$ cat config.mk
export PLATFORM = sky130hd
export DESIGN_NAME = ippcrc_crc32_stream
export DESIGN_NICKNAME = d
export VERILOG_FILES = /design/src/rtl/ippcrc_crc32_stream.sv
export SDC_FILE = /design/constraint.sdc
export NUM_CORES = 1
export LEC_CHECK = 0
export BUFFER_PORTS_ARGS = -buffer_cell sky130_fd_sc_hd__buf_2
export CORE_MARGIN = 1
export CORE_UTILIZATION = 50
export CTS_CLUSTER_SIZE = 40
export DETAILED_ROUTE_END_ITERATION = 10
export PLACE_DENSITY = 0.68
export SETUP_SLACK_MARGIN = 0.1
export SLEW_MARGIN = 20
export SYNTH_ARGS = -nofsm -noshare
export SYNTH_HDL_FRONTEND = slang
export SYNTH_SLANG_ARGS = --single-unit
$ cat constraint.sdc
create_clock -name clk -period 8.7 [get_ports clk]
set_input_delay 1.74 -clock clk [delete_from_list [all_inputs] [get_ports clk]]
set_output_delay 1.74 -clock clk [all_outputs]
set_load 0.02 [all_outputs]
$ cat src/rtl/ippcrc_crc32_stream.sv
// Streaming reflected CRC-32 engine (poly 0x04C11DB7, Ethernet convention).
// Accumulates CRC over sop/eop-delimited packets of DW-bit words, finishes a
// partial last word one byte per cycle, and reports CRC, length and residue check.
// Ports:
//   clk, rst_n             clock, asynchronous active-low reset
//   i_vld/o_rdy            input handshake, transfer on i_vld & o_rdy
//   i_sop/i_eop/i_nbyte    packet framing; i_nbyte = valid bytes on eop (0 = all)
//   i_data                 lane 0 = i_data[7:0] first on the wire
//   o_vld                  one-cycle result strobe
//   o_crc/o_crc_ok/o_len   final CRC, residue pass, byte count (held until next o_vld)
//   o_sop_err/o_eop_err    one-cycle framing error pulses
module ippcrc_crc32_stream #(
  parameter int unsigned DW         = 64,
  parameter logic [31:0] CRC_INIT   = 32'hFFFFFFFF,
  parameter logic [31:0] CRC_XOROUT = 32'hFFFFFFFF,
  parameter logic [31:0] CRC_RES    = 32'hDEBB20E3,
  parameter int unsigned CHK_EN     = 1,
  localparam int unsigned NB        = DW / 8,
  localparam int unsigned NBW       = (NB > 1) ? $clog2(NB) : 1
) (
  input  logic           clk,
  input  logic           rst_n,
  input  logic           i_vld,
  output logic           o_rdy,
  input  logic           i_sop,
  input  logic           i_eop,
  input  logic [NBW-1:0] i_nbyte,
  input  logic [DW-1:0]  i_data,
  output logic           o_vld,
  output logic [31:0]    o_crc,
  output logic           o_crc_ok,
  output logic [15:0]    o_len,
  output logic           o_sop_err,
  output logic           o_eop_err
);

  localparam logic [31:0] POLY_REF = 32'hEDB88320;

  typedef enum logic [1:0] {ST_IDLE, ST_ACC, ST_TAIL} state_t;

  state_t         state_q, state_d;
  logic [31:0]    crc_q, crc_d;
  logic [15:0]    len_q, len_d;
  logic [DW-1:0]  tail_q, tail_d;
  logic [NBW-1:0] cnt_q, cnt_d;

  logic           fin;
  logic [31:0]    fin_raw;
  logic [15:0]    fin_len;
  logic           sop_err_d, eop_err_d;
  logic [31:0]    base_crc;
  logic [15:0]    base_len;

  // One byte through the reflected LFSR, bit 0 first.
  function automatic logic [31:0] crc_byte(input logic [31:0] c, input logic [7:0] b);
    logic [31:0] r;
    r = c;
    for (int i = 0; i < 8; i++) begin
      r = (r >> 1) ^ (((r[0] ^ b[i]) != 1'b0) ? POLY_REF : 32'h0);
    end
    return r;
  endfunction

  // Whole word, lane 0 first.
  function automatic logic [31:0] crc_word(input logic [31:0] c, input logic [DW-1:0] d);
    logic [31:0] r;
    r = c;
    for (int l = 0; l < int'(NB); l++) begin
      r = crc_byte(r, d[8*l +: 8]);
    end
    return r;
  endfunction

  // Saturating length add.
  function automatic logic [15:0] len_add(input logic [15:0] l, input logic [15:0] inc);
    logic [16:0] s;
    s = {1'b0, l} + {1'b0, inc};
    return s[16] ? 16'hFFFF : s[15:0];
  endfunction

  // Next-state and datapath.
  always_comb begin
    state_d   = state_q;
    crc_d     = crc_q;
    len_d     = len_q;
    tail_d    = tail_q;
    cnt_d     = cnt_q;
    fin       = 1'b0;
    fin_raw   = crc_q;
    fin_len   = len_q;
    sop_err_d = 1'b0;
    eop_err_d = 1'b0;
    base_crc  = CRC_INIT;
    base_len  = 16'h0;
    case (state_q)
      ST_IDLE, ST_ACC: begin
        if (i_vld) begin
          if ((state_q == ST_IDLE) && !i_sop) begin
            eop_err_d = 1'b1;
          end else begin
            sop_err_d = (state_q == ST_ACC) && i_sop;
            base_crc  = i_sop ? CRC_INIT : crc_q;
            base_len  = i_sop ? 16'h0 : len_q;
            if (i_eop && (NB > 1) && (i_nbyte != '0)) begin
              // Partial last word: drain byte by byte from the tail register.
              tail_d  = i_data;
              cnt_d   = i_nbyte;
              crc_d   = base_crc;
              len_d   = len_add(base_len, 16'(i_nbyte));
              state_d = ST_TAIL;
            end else begin
              crc_d = crc_word(base_crc, i_data);
              len_d = len_add(base_len, 16'(NB));
              if (i_eop) begin
                fin     = 1'b1;
                fin_raw = crc_d;
                fin_len = len_d;
                crc_d   = CRC_INIT;
                len_d   = 16'h0;
                state_d = ST_IDLE;
              end else begin
                state_d = ST_ACC;
              end
            end
          end
        end
      end
      ST_TAIL: begin
        crc_d  = crc_byte(crc_q, tail_q[7:0]);
        tail_d = tail_q >> 8;
        cnt_d  = cnt_q - NBW'(1);
        if (cnt_q == NBW'(1)) begin
          fin     = 1'b1;
          fin_raw = crc_d;
          fin_len = len_q;
          crc_d   = CRC_INIT;
          len_d   = 16'h0;
          tail_d  = '0;
          state_d = ST_IDLE;
        end
      end
      default: state_d = ST_IDLE;
    endcase
  end

  // State, datapath and registered outputs.
  always_ff @(posedge clk or negedge rst_n) begin
    if (!rst_n) begin
      state_q   <= ST_IDLE;
      crc_q     <= CRC_INIT;
      len_q     <= 16'h0;
      tail_q    <= '0;
      cnt_q     <= '0;
      o_rdy     <= 1'b1;
      o_vld     <= 1'b0;
      o_crc     <= 32'h0;
      o_crc_ok  <= 1'b0;
      o_len     <= 16'h0;
      o_sop_err <= 1'b0;
      o_eop_err <= 1'b0;
    end else begin
      state_q   <= state_d;
      crc_q     <= crc_d;
      len_q     <= len_d;
      tail_q    <= tail_d;
      cnt_q     <= cnt_d;
      o_rdy     <= (state_d != ST_TAIL);
      o_vld     <= fin;
      o_sop_err <= sop_err_d;
      o_eop_err <= eop_err_d;
      if (fin) begin
        o_crc    <= fin_raw ^ CRC_XOROUT;
        o_crc_ok <= (CHK_EN != 0) && (fin_raw == CRC_RES);
        o_len    <= fin_len;
      end
    end
  end

endmodule

==> results by group <==
Final layout
  • Fillers: 3025
  • # diodes: 0
  • Final #Nets: 2087
  • Share of layout cells above drive strength 1: 22.0%
  • Layout overhead on the synthesized area: 15.2%
  • Sequential Area: 4300 sq um
  • Multi-input logic area: approximately 13000 sq um
  • Layout Cells excl Fill: about 2.5k

Synth
  • Gate Count Post-Synth: 1817
  • Dominant cell type by area after synthesis: dfrtp_1
  • EDFF count, synth: 0
  • Main synth FF type: dfrtp_1
  • Post-synthesis register bit count: 170
  • Syn_nets: approximately 1.9k
  • Count of cell types in the netlist: between 60 and 70
  • Synth top area share: 19.3%
  • Yosys synthesis warning count: 0
  • Netlist Area Pre-Place: ~18000 sq um
  • Post-synthesis sequential area ratio: 24.2%
  • Synth area leaders: dfrtp_1, xnor3_1, xnor2_1
  • Avg Cell Area, Syn: between 9 and 10 sq um
  • Synth async-reset ratio: 100%

STA
  • Tcrit/Tclk final: 96.2%
  • Fin. max-slew vios: 0
  • Count of final setup violators: 0
  • Max Clock Skew: about 0.015 ns
  • Final hold vios: 0
  • RSZ-0062 raised after global routing: false
  • Post-route minimum period: about 8.4 ns
  • Worst Tran Pin Value: approximately 1.1 ns
  • Fmax: 119 MHz
  • Relative slew slack: 27.8%

Setup path
  • Critical path launch point type: primary input
  • Critical-path maximum fanout: 7
  • CP Capture Type: flip-flop
  • Worst setup path category: primary input to flip-flop
  • Arrival @ worst endpoint: 8.74 ns
  • Crit path required time: just over 9 ns

Clock tree
  • CTS sink count: between 150 and 200
  • Clock-pin slew on the worst setup and hold paths: around 0.08 ns
  • H-Tree Depth: 4
  • CTS tree: built
  • CTS root buf: clkbuf_16
  • # hold bufs at CTS: 0
  • CTS Buf Count: 17
  • Max clock buf depth: 2
  • Clock Latency Late Sink: roughly 0.47 ns

Global routing
  • Gr usage total: between 30% and 40%
  • Largest net degree at the start of global routing: 100
  • Initial antenna violation count: 0
  • Grt total ovfl: 0
  • First-pass GRT wire length: 85300 um
  • Vias in the first global route: about 14k

Drt
  • Vias/cell: a little under 6
  • Initial DRT Pass Iterations: 7
  • Remaining DRCs: 0
  • WL/cell: around 23 um
  • Via count: 14.4k
  • Initial DRC Count: about 1.7k
  • Post-route ant nets: 0
  • Drt total wl: 56600 um

Floorplan
  • Die Y: 190 um
  • Area of the core: between 30000 and 40000 sq um
  • Starting Density: roughly half
  • Die Area: around 36000 sq um
  • Die Span X: approximately 190 um
  • # rows: 68
  • IO Pins: between 100 and 150

Placed design
  • Placed cells: roughly 2.4k
  • Final HPWL from detailed placement: 43300 um
  • # port buffers: ~120
  • Final GP Congestion: roughly 1.0

Run
  • Max Cap Viol: 0

Status
  • Outcome: finished, final reports clean

Worst hold path
  • Min-Delay Path Class: flip-flop to flip-flop
registers in the layout, summed over array words and instances (netlist names):
signal,cells
o_vld,1
o_crc_ok,1
o_eop_err,1
state_q,2
o_sop_err,1
crc_q,32
tail_q,64
cnt_q,3
o_crc,32
len_q,16
o_len,16
o_rdy,1
placed cells by master (no fill, tap or decap), types with 16 or more instances in the layout:
master | Yosys | routed
a21oi_1 | 123 | 123
buf_2 | 10 | 123
buf_4 | 10 | 155
clkbuf_16 | 0 | 17
dfrtp_1 | 137 | 137
dfstp_2 | 33 | 33
nand2_1 | 204 | 200
nand3_1 | 18 | 18
nor2_1 | 173 | 168
o211ai_1 | 16 | 16
o21ai_0 | 152 | 152
o221ai_1 | 19 | 19
xnor2_1 | 326 | 320
xnor2_2 | 33 | 33
xnor3_1 | 132 | 128
xnor3_2 | 14 | 18
xor2_1 | 117 | 116
xor3_1 | 20 | 16
area by class of cell:
cell class	instances	share of cell area (%)
Multi-Input combinational cell	1523	64.2
Clock buffer	17	2.08
Timing Repair Buffer	280	8.85
Tap cell	455	2.78
Inverter	16	0.294
Clock inverter	15	0.765
Sequential cell	170	21.0
layer usage:
metal	vias to the layer above	track usage [%]	share of wire (%)
met5	-	0	0
li1	6555	-	-
met1	7085	45.3	42
met4	0	10.9	3.0
met3	117	4.69	8.0
met2	687	48.6	46
worst max-delay path, cell delays in order:
cell and delay (ns):
buf_2 0.16, nor2_1 0.20, xor2_1 0.17, xnor3_2 0.48
xnor3_2 0.47, xnor2_1 0.20, xnor3_1 0.47, xnor3_1 0.44
xnor3_1 0.48, xor2_1 0.24, xnor3_1 0.49, xor3_2 0.48
xnor2_1 0.28, xnor2_1 0.22, xnor3_1 0.50, a222oi_1 0.47
nor3b_1 0.33, o2111ai_1 0.15, or4b_1 0.55, o41ai_2 0.20
cell usage after synthesis (4+ instances only):
cell      number
a21oi_1      123
xor3_1        20
a22oi_1        6
buf_2         10
o211ai_1      16
o21ai_0      152
nor2_1       173
xnor2_4        5
nand2b_1       8
nor3_1        12
nor2b_1       12
dfrtp_1      137
a22o_1         8
xnor2_1      326
a221o_1        5
buf_1          6
clkbuf_1      82
inv_1         15
o221ai_1      19
a222oi_1       6
nand4_1        4
nand3_1       18
xnor3_1      132
o31ai_1        4
a211oi_1       5
and3_1        15
xor2_2         6
buf_4         10
ha_1           6
xor2_1       117
a31oi_1       14
dfstp_2       33
xnor3_2       14
o21a_1        14
xnor2_2       33
nand2_1      204
through the flow:
step	area (sq um)	utilization, %	TNS, ns	setup WS (ns)	hold slack [ns]
after floorplan	17800	-	0	0.119	0.456
after global placement	19700	56.7	-0.155	-0.155	0.447
after detailed placement	19700	56.8	-0.245	-0.238	0.451
after CTS	20300	58.4	0	0.198	0.467
after global routing	20500	58.9	0	0.0916	0.502
final	20500	58.9	0	0.330	0.465
kinds of logic after synthesis:
logic type	after synthesis	share of synthesized area (%)
XOR/XNOR	658	48.2
buffers and inverters	124	2.90
adder cells (fa/ha/maj)	7	0.536
AO/OA/AOI/OAI	392	13.0
flip-flops	170	24.2
multiplexers	5	0.296
AND/OR/NAND/NOR	461	10.8
repair_timing:
action | 4_1_cts | 5_1_grt
buffers inserted | 0 | 5
endpoints found under the setup margin | 0 | 1
resized for setup | 0 | 20
final timing paths:
kind / start / endpoint / slack, ns / cells after the start
min reg2reg: o_crc[25] / o_crc[25] / 0.46 / 2
min in group asynchronous: rst_n / o_len[8] / 1.32 / 1
max: i_sop / o_crc_ok / 0.33 / 20
min: o_crc[25] / o_crc[25] / 0.46 / 2
max reg2reg: crc_q[0] / o_crc_ok / 0.93 / 20
max in group asynchronous: rst_n / tail_q[59] / 5.73 / 2
Power is left out: the tool's default activity adds up to more than one toggle a clock period on the data nets, which glitch-free logic cannot reach.
